[src/rtl/fifo_ram_ctrl.sv]
// Circular-buffer controller for an external simple dual-port RAM with a registered read port.
// Latency: read data valid one cycle after an accepted read. Writes are refused when full and reads when empty.
module fifo_ram_ctrl #(
    parameter int P_DATA_WIDTH = 4,
    parameter int P_ADDR_DEPTH = 128,
    parameter int P_AFULL_TH   = 124,
    parameter int P_AEMPTY_TH  = 4,
    localparam int AW = $clog2(P_ADDR_DEPTH),
    localparam int CW = $clog2(P_ADDR_DEPTH + 1)
) (
    input  logic                    i_clk,
    input  logic                    i_rst,
    input  logic                    i_wr_en,
    input  logic [P_DATA_WIDTH-1:0] i_wr_data,
    input  logic                    i_rd_en,
    output logic [P_DATA_WIDTH-1:0] o_rd_data,
    output logic                    o_rd_valid,
    output logic                    o_full,
    output logic                    o_empty,
    output logic                    o_almost_full,
    output logic                    o_almost_empty,
    output logic [CW-1:0]           o_data_cnt,
    output logic                    o_overflow,
    output logic                    o_underflow,
    output logic                    o_ram_ena,
    output logic [AW-1:0]           o_ram_waddr,
    output logic [P_DATA_WIDTH-1:0] o_ram_wdata,
    output logic                    o_ram_enb,
    output logic [AW-1:0]           o_ram_raddr,
    input  logic [P_DATA_WIDTH-1:0] i_ram_rdata
);

    localparam logic [AW-1:0] LAST_ADDR = AW'(P_ADDR_DEPTH - 1);
    localparam logic [CW-1:0] DEPTH_C   = CW'(P_ADDR_DEPTH);
    localparam logic [CW-1:0] AFULL_C   = CW'(P_AFULL_TH);
    localparam logic [CW-1:0] AEMPTY_C  = CW'(P_AEMPTY_TH);

    logic [AW-1:0] wptr_q, wptr_d;
    logic [AW-1:0] rptr_q, rptr_d;
    logic [CW-1:0] count_q, count_d;
    logic          full_q, full_d;
    logic          empty_q, empty_d;
    logic          afull_q, afull_d;
    logic          aempty_q, aempty_d;
    logic          rd_valid_q, rd_valid_d;
    logic          overflow_q, overflow_d;
    logic          underflow_q, underflow_d;
    logic          wr_acc;
    logic          rd_acc;

    always_comb begin
        wr_acc = i_wr_en & ~full_q;
        rd_acc = i_rd_en & ~empty_q;

        wptr_d = wptr_q;
        if (wr_acc) begin
            wptr_d = (wptr_q == LAST_ADDR) ? '0 : wptr_q + AW'(1);
        end
        rptr_d = rptr_q;
        if (rd_acc) begin
            rptr_d = (rptr_q == LAST_ADDR) ? '0 : rptr_q + AW'(1);
        end

        count_d = count_q;
        case ({wr_acc, rd_acc})
            2'b10:   count_d = count_q + CW'(1);
            2'b01:   count_d = count_q - CW'(1);
            default: count_d = count_q;
        endcase

        // Flags look at the post-update count so they are correct in the cycle they appear.
        full_d      = (count_d == DEPTH_C);
        empty_d     = (count_d == '0);
        afull_d     = (count_d >= AFULL_C);
        aempty_d    = (count_d <= AEMPTY_C);
        rd_valid_d  = rd_acc;
        overflow_d  = i_wr_en & full_q;
        underflow_d = i_rd_en & empty_q;
    end

    always_ff @(posedge i_clk or posedge i_rst) begin
        if (i_rst) begin
            wptr_q      <= '0;
            rptr_q      <= '0;
            count_q     <= '0;
            full_q      <= 1'b0;
            empty_q     <= 1'b1;
            afull_q     <= 1'b0;
            aempty_q    <= 1'b1;
            rd_valid_q  <= 1'b0;
            overflow_q  <= 1'b0;
            underflow_q <= 1'b0;
        end else begin
            wptr_q      <= wptr_d;
            rptr_q      <= rptr_d;
            count_q     <= count_d;
            full_q      <= full_d;
            empty_q     <= empty_d;
            afull_q     <= afull_d;
            aempty_q    <= aempty_d;
            rd_valid_q  <= rd_valid_d;
            overflow_q  <= overflow_d;
            underflow_q <= underflow_d;
        end
    end

    assign o_ram_ena      = wr_acc;
    assign o_ram_waddr    = wptr_q;
    assign o_ram_wdata    = i_wr_data;
    assign o_ram_enb      = rd_acc;
    assign o_ram_raddr    = rptr_q;
    assign o_rd_data      = i_ram_rdata;
    assign o_rd_valid     = rd_valid_q;
    assign o_full         = full_q;
    assign o_empty        = empty_q;
    assign o_almost_full  = afull_q;
    assign o_almost_empty = aempty_q;
    assign o_data_cnt     = count_q;
    assign o_overflow     = overflow_q;
    assign o_underflow    = underflow_q;

endmodule

[config.mk]
export PLATFORM = sky130hd
export DESIGN_NAME = fifo_ram_ctrl
export DESIGN_NICKNAME = d
export VERILOG_FILES = /design/src/rtl/fifo_ram_ctrl.sv
export SDC_FILE = /design/constraint.sdc
export NUM_CORES = 1
export LEC_CHECK = 0
export BUFFER_PORTS_ARGS = -buffer_cell sky130_fd_sc_hd__buf_2
export CORE_ASPECT_RATIO = 1.4
export CORE_MARGIN = 2
export CORE_UTILIZATION = 30
export DETAILED_ROUTE_END_ITERATION = 10
export PLACE_DENSITY_LB_ADDON = 0.08
export SYNTH_ARGS = -nofsm -noshare
export SYNTH_HDL_FRONTEND = slang
export SYNTH_SLANG_ARGS = --single-unit
[constraint.sdc]
create_clock -name i_clk -period 3.6 [get_ports i_clk]
set_clock_uncertainty 0.15 [all_clocks]
set_input_delay 0.36 -clock i_clk [delete_from_list [all_inputs] [get_ports i_clk]]
set_output_delay 0.36 -clock i_clk [all_outputs]
set_load 0.1 [all_outputs]
==> summary.txt, run 1 <==
Outcome
  – Status: finished with violations
  – Failing checks: negative hold slack

Clock network
  – Clk Latency, worst-skew pair: 280 ps
  – Clock transition at path regs: 60 ps
  – Num CTS Buffers: 5
  – H-tree depth: 2
  – # resized after CTS: 0
  – CTS tree: yes
  – Hold-fix buffers, CTS: 0
  – Root Buffer: clkbuf_8
  – Clock sinks: 29
  – Post-CTS Setup Bufs: 0
  – Clock Path Buffers: 2

Finish
  – Layout cell share with drive strength beyond 1: 31.7%
  – Commonest non-fill, non-tap cells in the layout: 34 x buf_2, 27 x dfrtp_1, 24 x nand2_1
  – # diodes: 0
  – Fill cells: 693
  – Most common cell after layout, fill and taps aside: buf_2
  – Layout Nets: 242
  – Area Growth Syn to Fin: 10.5%

Yosys
  – Flops & latches, synth: 29
  – Ys Warns: 0
  – Post-synth EDFFs: 0
  – Post-synthesis sequential area ratio: 36.6%
  – Syn Area/Cell: 9.84 sq um
  – Post-Syn Instances: 202
  – Synth area leader: dfrtp_1
  – Mapped Nets: 218
  – Synthesized cell area: 0.00199 sq mm
  – Synth Flop Type: dfrtp_1
  – Async SR Flop Fraction: 100%
  – Area contributors post-synth: dfrtp_1 34%, nand2_1 4.5%, xnor2_1 4.4%, buf_4 3.4%, dfstp_2 2.6%
  – Synth top area share: 34.0%
  – Distinct cells, synth: 61

Global routing
  – First-pass GRT wire length: 7960 um
  – Initial antenna violation count: 0
  – Total Routing Usage GR: 13.9%
  – Largest net degree at the start of global routing: 30
  – Aggregate global routing overflow: 0
  – Vias in the first global route: 1592

Die
  – # IOs: 51
  – CORE AREA: 0.00648 sq mm
  – Die Ht: 100 um
  – Site Rows: 35
  – Initial core utilization: 30.7%
  – Die ar.: 0.00730 sq mm
  – Die width: 72.8 um

Hold path
  – Worst hold-check path type: in -> async

STA
  – Ratio of final minimum period to clock period: 84.1%
  – Unrepaired setup endpoints after global routing: no
  – Peak Freq: 330 MHz
  – Min cycle time layout: 3030 ps
  – Final setup vio count: 0
  – Worst-margin pin slew: 543 ps
  – Max-slew violation count: 0
  – Fin Hold WS: -2.37 ps
  – Rel. slew slack: 63.8%
  – Aggregate negative setup slack: 0 ps
  – Final setup margin: 573 ps
  – Hold Fails Final Rpt: 2

Critical path
  – CP max FO: 15
  – Crit Path Class: reg -> reg
  – Worst EP required: 3610 ps
  – Crit path DAT: 3040 ps
  – Critical path endpoint category: register
  – Startpoint Class: register

Drt
  – Avg WL per Cell: 15.3 um
  – Detailed Routing Iterations Pass 1: 4
  – Post-Route WL: 4600 um
  – DRC: 0
  – Detailed router's first-iteration violation count: 55
  – Vias after detailed routing: 1533
  – Vias/cell: 5.09
  – Routed Antenna Nets: 0

Placed design
  – Buffers on Ports: 34
  – DP Wirelength: 3430 um
  – Post-place setup slack: 564 ps
  – GPL Wtd Cong: 0.827

Run
  – # Max-Cap Violations: 0
## metrics by stage
| stage | util, % | cell area (sq um) | instances |
|---|---|---|---|
| 6_report | 33.9 | 2190 | 301 |
| 3_5_place_dp | 32.5 | 2100 | 293 |
| 5_1_grt | 33.9 | 2190 | 301 |
| 4_1_cts | 33.9 | 2190 | 301 |
| 2_1_floorplan | - | 1990 | 202 |
| 3_3_place_gp | 32.5 | 2100 | 293 |
## sequential cells by signal, summed over array words and instances (netlist names)
name,cells
o_ram_raddr,7
o_overflow,1
o_ram_waddr,7
o_underflow,1
o_rd_valid,1
o_empty,1
o_full,1
o_data_cnt,8
o_almost_empty,1
o_almost_full,1
## logic make-up after synthesis
family / count (synthesis) / synth area share, %
adder cells (fa/ha/maj): 4 / 2.52
AND/OR/NAND/NOR: 81 / 24.7
AO/OA/AOI/OAI: 42 / 17.7
flip-flops: 29 / 36.6
multiplexers: 2 / 1.26
buffers and inverters: 28 / 9.76
XOR/XNOR: 16 / 7.43
## cell usage after synthesis, types with 5 or more instances
cell type	count
dfrtp_1	27
xnor2_1	10
xor2_1	5
buf_4	9
nor3_1	7
a21oi_1	7
nand4_1	5
nand3_1	7
nor2_1	14
nand2_1	24
o21ai_0	10
inv_1	7
## critical path, cell delays in order (launching register included)
cell	delay [ps]
dfstp_2	530
nand2b_4	240
inv_1	70
ha_1	360
nand2b_1	240
o32a_2	350
o211ai_2	90
nand2_1	100
xnor2_1	240
o311ai_4	150
nor4_1	380
## final cells by class
type,count,area (sq um),share of cell area (%)
inverters,9,33.8,1.54
clock buffers,8,90.1,4.10
repair buffers,36,185,8.44
multi-input cells,145,1060,48.5
well taps,74,92.6,4.22
flip-flops and latches,29,728,33.2
## layer usage
metal  routed length, um  track usage, %  vias to the layer above  share of wire [%]
met5                   0               0                        -                  0
met4                 102            5.56                        0                2.2
li1                    -               -                      752                  -
met3                 135            3.01                        8                2.9
met2                2430            23.8                       32                 53
met1                1940            16.6                      741                 42
## final timing paths
kind                           startpoint              to  slack, ps  cells past startpoint
max in group asynchronous           i_rst  o_almost_empty       2990                      3
min reg2reg                o_ram_raddr[6]  o_ram_raddr[6]        340                      1
max reg2reg                       o_empty         o_empty        570                     10
min                                 i_rst  o_ram_waddr[3]         -2                      3
max                               o_empty         o_empty        570                     10
min in group i_clk                i_rd_en     o_underflow        200                      2
Power of run 1 is not shown: default switching activity piles up to over one toggle a cycle in this logic, so the estimate is an artifact.
==> run 2, diff against run 1 <==
==> constraint.sdc (replaced) <==
create_clock -name i_clk -period 2.65 [get_ports i_clk]
set_clock_uncertainty 0.15 [all_clocks]
set_input_delay 0.265 -clock i_clk [delete_from_list [all_inputs] [get_ports i_clk]]
set_output_delay 0.265 -clock i_clk [all_outputs]
set_load 0.1 [all_outputs]
==> summary.txt, run 2 (synthesis gave the netlist of run 1 again) <==
Outcome
  – Status: complete, no violations

Critical path
  – CP max FO: 5
  – CP Buf/Inv Count: 2
  – Crit Path Class: reg -> reg
  – Crit-path cells: nand2b_4, inv_2, ha_4, nand2b_4, o32a_4, o211ai_2, nand2_2, xnor2_2, o311ai_4, buf_4, nor4_2
  – Largest delay share family, worst path: compound AO/OA/AOI/OAI gates
  – Crit path DAT: 2610 ps
  – Crit path largest cell delay: 610 ps
  – Reg2reg setup slack: 90 ps
  – Worst r2r path cells: 11
  – Startpoint Class: register
  – Worst EP required: 2700 ps
  – Critical path endpoint category: register
  – Most frequent cell on the critical path: nand2b_4
  – Critical path's slowest cell: dfstp_4
  – Reg2reg start: o_empty
  – RR Endpoint: o_almost_empty

Die
  – Site Rows: 35
  – Die ar.: 0.00730 sq mm
  – # IOs: 51
  – CORE AREA: 0.00648 sq mm
  – Die Ht: 100 um
  – Initial core utilization: 30.7%
  – Die width: 72.8 um

Finish
  – Most common cell after layout, fill and taps aside: buf_2
  – Layout cell share with drive strength beyond 1: 42.0%
  – Layout Nets: 265
  – Commonest non-fill, non-tap cells in the layout: 34 x buf_2, 26 x dfrtp_1, 23 x nand2_1, 23 x buf_4, 14 x nor2_1
  – Max FFs per register: 8
  – # diodes: 0
  – Area Growth Syn to Fin: 24.8%

STA
  – Fin Hold WS: 102 ps
  – Ratio of final minimum period to clock period: 96.6%
  – Hold Fails Final Rpt: 0
  – Max-slew violation count: 0
  – Min cycle time layout: 2560 ps
  – Unrepaired setup endpoints after global routing: yes
  – Worst-margin pin slew: 569 ps
  – Rel. slew slack: 61.5%
  – Peak Freq: 391 MHz
  – Final setup vio count: 0

Placed design
  – GPL Wtd Cong: 0.789
  – Buffers on Ports: 34
  – DP Wirelength: 3650 um

Drt
  – Vias/cell: 5.02
  – Met2 WL: 2570 um
  – Detailed router's first-iteration violation count: 50
  – DRC: 0
  – M1 wire length: 2060 um
  – Post-Route WL: 4910 um
  – Vias after detailed routing: 1627
  – Top Metal Used: met4
  – Avg WL per Cell: 15.1 um
  – Detailed Routing Iterations Pass 1: 4
  – Routed Antenna Nets: 0
  – Metal3 WL: 160 um

Clock network
  – CTS tree: yes
  – Root Buffer: clkbuf_8
  – Clock sinks: 29
  – H-tree depth: 2
  – Clk Latency, worst-skew pair: 280 ps
  – Clock transition at path regs: 70 ps
  – Num CTS Buffers: 5
  – Clock Path Buffers: 2

Global routing
  – Aggregate global routing overflow: 0
  – Largest net degree at the start of global routing: 30
  – Vias in the first global route: 1651
  – First-pass GRT wire length: 8180 um
  – Total Routing Usage GR: 14.4%
  – Initial antenna violation count: 0

Run
  – # Max-Cap Violations: 0

Hold path
  – Start point of the worst hold path: i_wr_en
  – Hold path depth: 2
  – Worst hold-check path type: in -> reg
  – WHS Endpoint: o_overflow
==> run 2: worst max path at each step <==
stage / endpoint / slack, ps / cells after the start / startpoint
after detailed placement: o_empty / -20 / 12 / o_empty
after global routing: o_almost_empty / -20 / 13 / o_empty
final: o_almost_empty / 90 / 11 / o_empty
after global placement: o_empty / -60 / 12 / o_empty
after floorplan: o_almost_full / -310 / 11 / o_empty
after CTS: o_almost_full / -20 / 10 / o_empty
==> run 2: stage by stage <==
step | setup WS (ps) | setup TNS [ps] | cell area, sq um | cells | utilization [%]
6_report | 90.7 | 0 | 2480 | 324 | 38.3
3_3_place_gp | -58.9 | -58.9 | 2290 | 312 | 35.4
5_1_grt | -19.0 | -30.3 | 2480 | 324 | 38.3
3_5_place_dp | -22.0 | -22.0 | 2290 | 312 | 35.4
4_1_cts | -15.3 | -15.3 | 2400 | 321 | 37.0
2_1_floorplan | -306 | -1270 | 2020 | 202 | -
==> run 2: layer usage <==
metal / track usage [%] / vias to the layer above
li1: - / 791
met1: 16.6 / 784
met2: 25.0 / 40
met3: 3.11 / 12
met4: 6.27 / 0
met5: 0 / -
==> run 2: area by class of cell <==
| type | instances | area (sq um) |
|---|---|---|
| repair buffers | 59 | 373 |
| inverters | 9 | 36.3 |
| fillers | 670 | 4000 |
| well taps | 74 | 92.6 |
| clock buffers | 8 | 90.1 |
| multi-input cells | 145 | 1150 |
| flip-flops and latches | 29 | 733 |
==> run 2: repair_timing <==
item                       CTS  global route
gates resized for setup      1            10
setup buffers                0             3
gates cloned                 0             0
hold endpoints to repair    27             0
hold buffers                 1             0
pin swaps                    0             6
setup endpoints to repair    1             4
Power of run 2 is left out for the same reason.
==> run 3, diff against run 2 <==
--- a/config.mk
+++ b/config.mk
@@ -10,6 +10,7 @@
 export CORE_MARGIN = 2
 export CORE_UTILIZATION = 30
 export DETAILED_ROUTE_END_ITERATION = 10
+export MAX_ROUTING_LAYER = met4
 export PLACE_DENSITY_LB_ADDON = 0.08
 export SYNTH_ARGS = -nofsm -noshare
 export SYNTH_HDL_FRONTEND = slang
==> summary.txt, run 3 (synthesis gave the netlist of run 1 again) <==
Finish
  – Max FFs per register: 8
  – Area Growth Syn to Fin: 24.8%
  – Utilization after layout: 38.3%
  – Commonest non-fill, non-tap cells in the layout: 34 x buf_2, 26 x dfrtp_1, 23 x nand2_1, 23 x buf_4, 14 x nor2_1
  – Layout cell share with drive strength beyond 1: 42.0%
  – Final instance area: 0.00248 sq mm
  – # diodes: 0
  – Layout Nets: 265
  – Most common cell after layout, fill and taps aside: buf_2

Clock network
  – Clock transition at path regs: 70 ps
  – CTS tree: yes
  – H-tree depth: 2
  – Clock sinks: 29
  – Clk Latency, worst-skew pair: 280 ps
  – Clock Path Buffers: 2
  – Num CTS Buffers: 5
  – Root Buffer: clkbuf_8

Drt
  – Avg WL per Cell: 15.2 um
  – Vias/cell: 5.05
  – Detailed router's first-iteration violation count: 52
  – Post-Route WL: 4910 um
  – DRC: 0
  – Routed Antenna Nets: 0
  – Detailed Routing Iterations Pass 1: 4
  – Vias after detailed routing: 1636

Critical path
  – CP max FO: 5
  – Reg2reg start: o_empty
  – RR Endpoint: o_almost_empty
  – Startpoint Class: register
  – Crit path DAT: 2610 ps
  – CP Capture Point: o_almost_empty
  – Crit Path Class: reg -> reg
  – Worst r2r path cells: 11
  – Reg2reg setup slack: 90 ps
  – Start point of the critical path: o_empty
  – Critical path endpoint category: register
  – Worst EP required: 2700 ps

STA
  – Ratio of final minimum period to clock period: 96.6%
  – Final setup margin: 90.3 ps
  – Worst-margin pin slew: 568 ps
  – Min cycle time layout: 2560 ps
  – Rel. slew slack: 61.6%
  – Hold Fails Final Rpt: 0
  – Max-slew violation count: 0
  – Final setup vio count: 0
  – Peak Freq: 391 MHz
  – Fin Hold WS: 102 ps
  – Unrepaired setup endpoints after global routing: yes

Global routing
  – Aggregate global routing overflow: 0
  – Vias in the first global route: 1646
  – Initial antenna violation count: 0
  – Largest net degree at the start of global routing: 30
  – Total Routing Usage GR: 14.8%
  – First-pass GRT wire length: 8220 um

Die
  – Site Rows: 35
  – Initial core utilization: 30.7%
  – Die Ht: 100 um
  – Die ar.: 0.00730 sq mm
  – CORE AREA: 0.00648 sq mm
  – # IOs: 51
  – Die width: 72.8 um

Placed design
  – GPL Wtd Cong: 0.800
  – Post-DP Area: 0.00229 sq mm
  – Buffers on Ports: 34
  – DP Wirelength: 3650 um
  – Post-place setup slack: -22.0 ps

Run
  – # Max-Cap Violations: 0

Outcome
  – Status: complete, no violations

Hold path
  – Worst hold-check path type: in -> reg
==> run 3: cell counts in the layout (fill, tap and decap cells not counted) <==
Identical to the previous run, type by type.
==> run 3: final cells by class <==
| class | instances | area, sq um |
|---|---|---|
| multi-input cells | 145 | 1150 |
| well taps | 74 | 92.6 |
| inverters | 9 | 36.3 |
| repair buffers | 59 | 373 |
| clock buffers | 8 | 90.1 |
| flip-flops and latches | 29 | 733 |
| fillers | 670 | 4000 |
==> run 3: metrics by stage <==
step / setup TNS, ps / std cells
after detailed placement: -22.0 / 312
final: 0 / 324
after global routing: -30.3 / 324
after floorplan: -1270 / 202
after CTS: -15.3 / 321
after global placement: -58.9 / 312
==> run 3: what timing repair did <==
item / 4_1_cts / 5_1_grt
hold buffers: 1 / 0
buffers inserted: 0 / 3
hold endpoints to repair: 27 / 0
resized for setup: 1 / 10
setup endpoints to repair: 1 / 4
pin swaps: 0 / 6
==> run 3: routing by layer <==
| layer | vias to the layer above | global-route usage, % | share of wire (%) |
|---|---|---|---|
| li1 | 793 | - | - |
| met1 | 795 | 16.8 | 42 |
| met2 | 36 | 25.0 | 53 |
| met3 | 12 | 3.01 | 2.7 |
| met4 | 0 | 6.27 | 2.3 |
| met5 | - | - | 0 |
==> run 3: worst max-delay path: stages (launching register included) <==
cell and delay (ps):
dfstp_4 610, nand2b_4 140, inv_2 50, ha_4 170
nand2b_4 140, o32a_4 310, o211ai_2 100, nand2_2 90
xnor2_2 160, o311ai_4 360, buf_4 180, nor4_2 30
==> run 3: worst min path at each step <==
stage	start	to	slack [ps]	cells past startpoint
3_3_place_gp	i_rst	o_overflow	220	3
6_report	i_wr_en	o_overflow	100	2
4_1_cts	i_wr_en	o_overflow	90	2
5_1_grt	i_wr_en	o_overflow	100	2
3_5_place_dp	i_rst	o_overflow	220	3
2_1_floorplan	i_rst	o_almost_full	190	1
Power of run 3 is left out for the same reason.
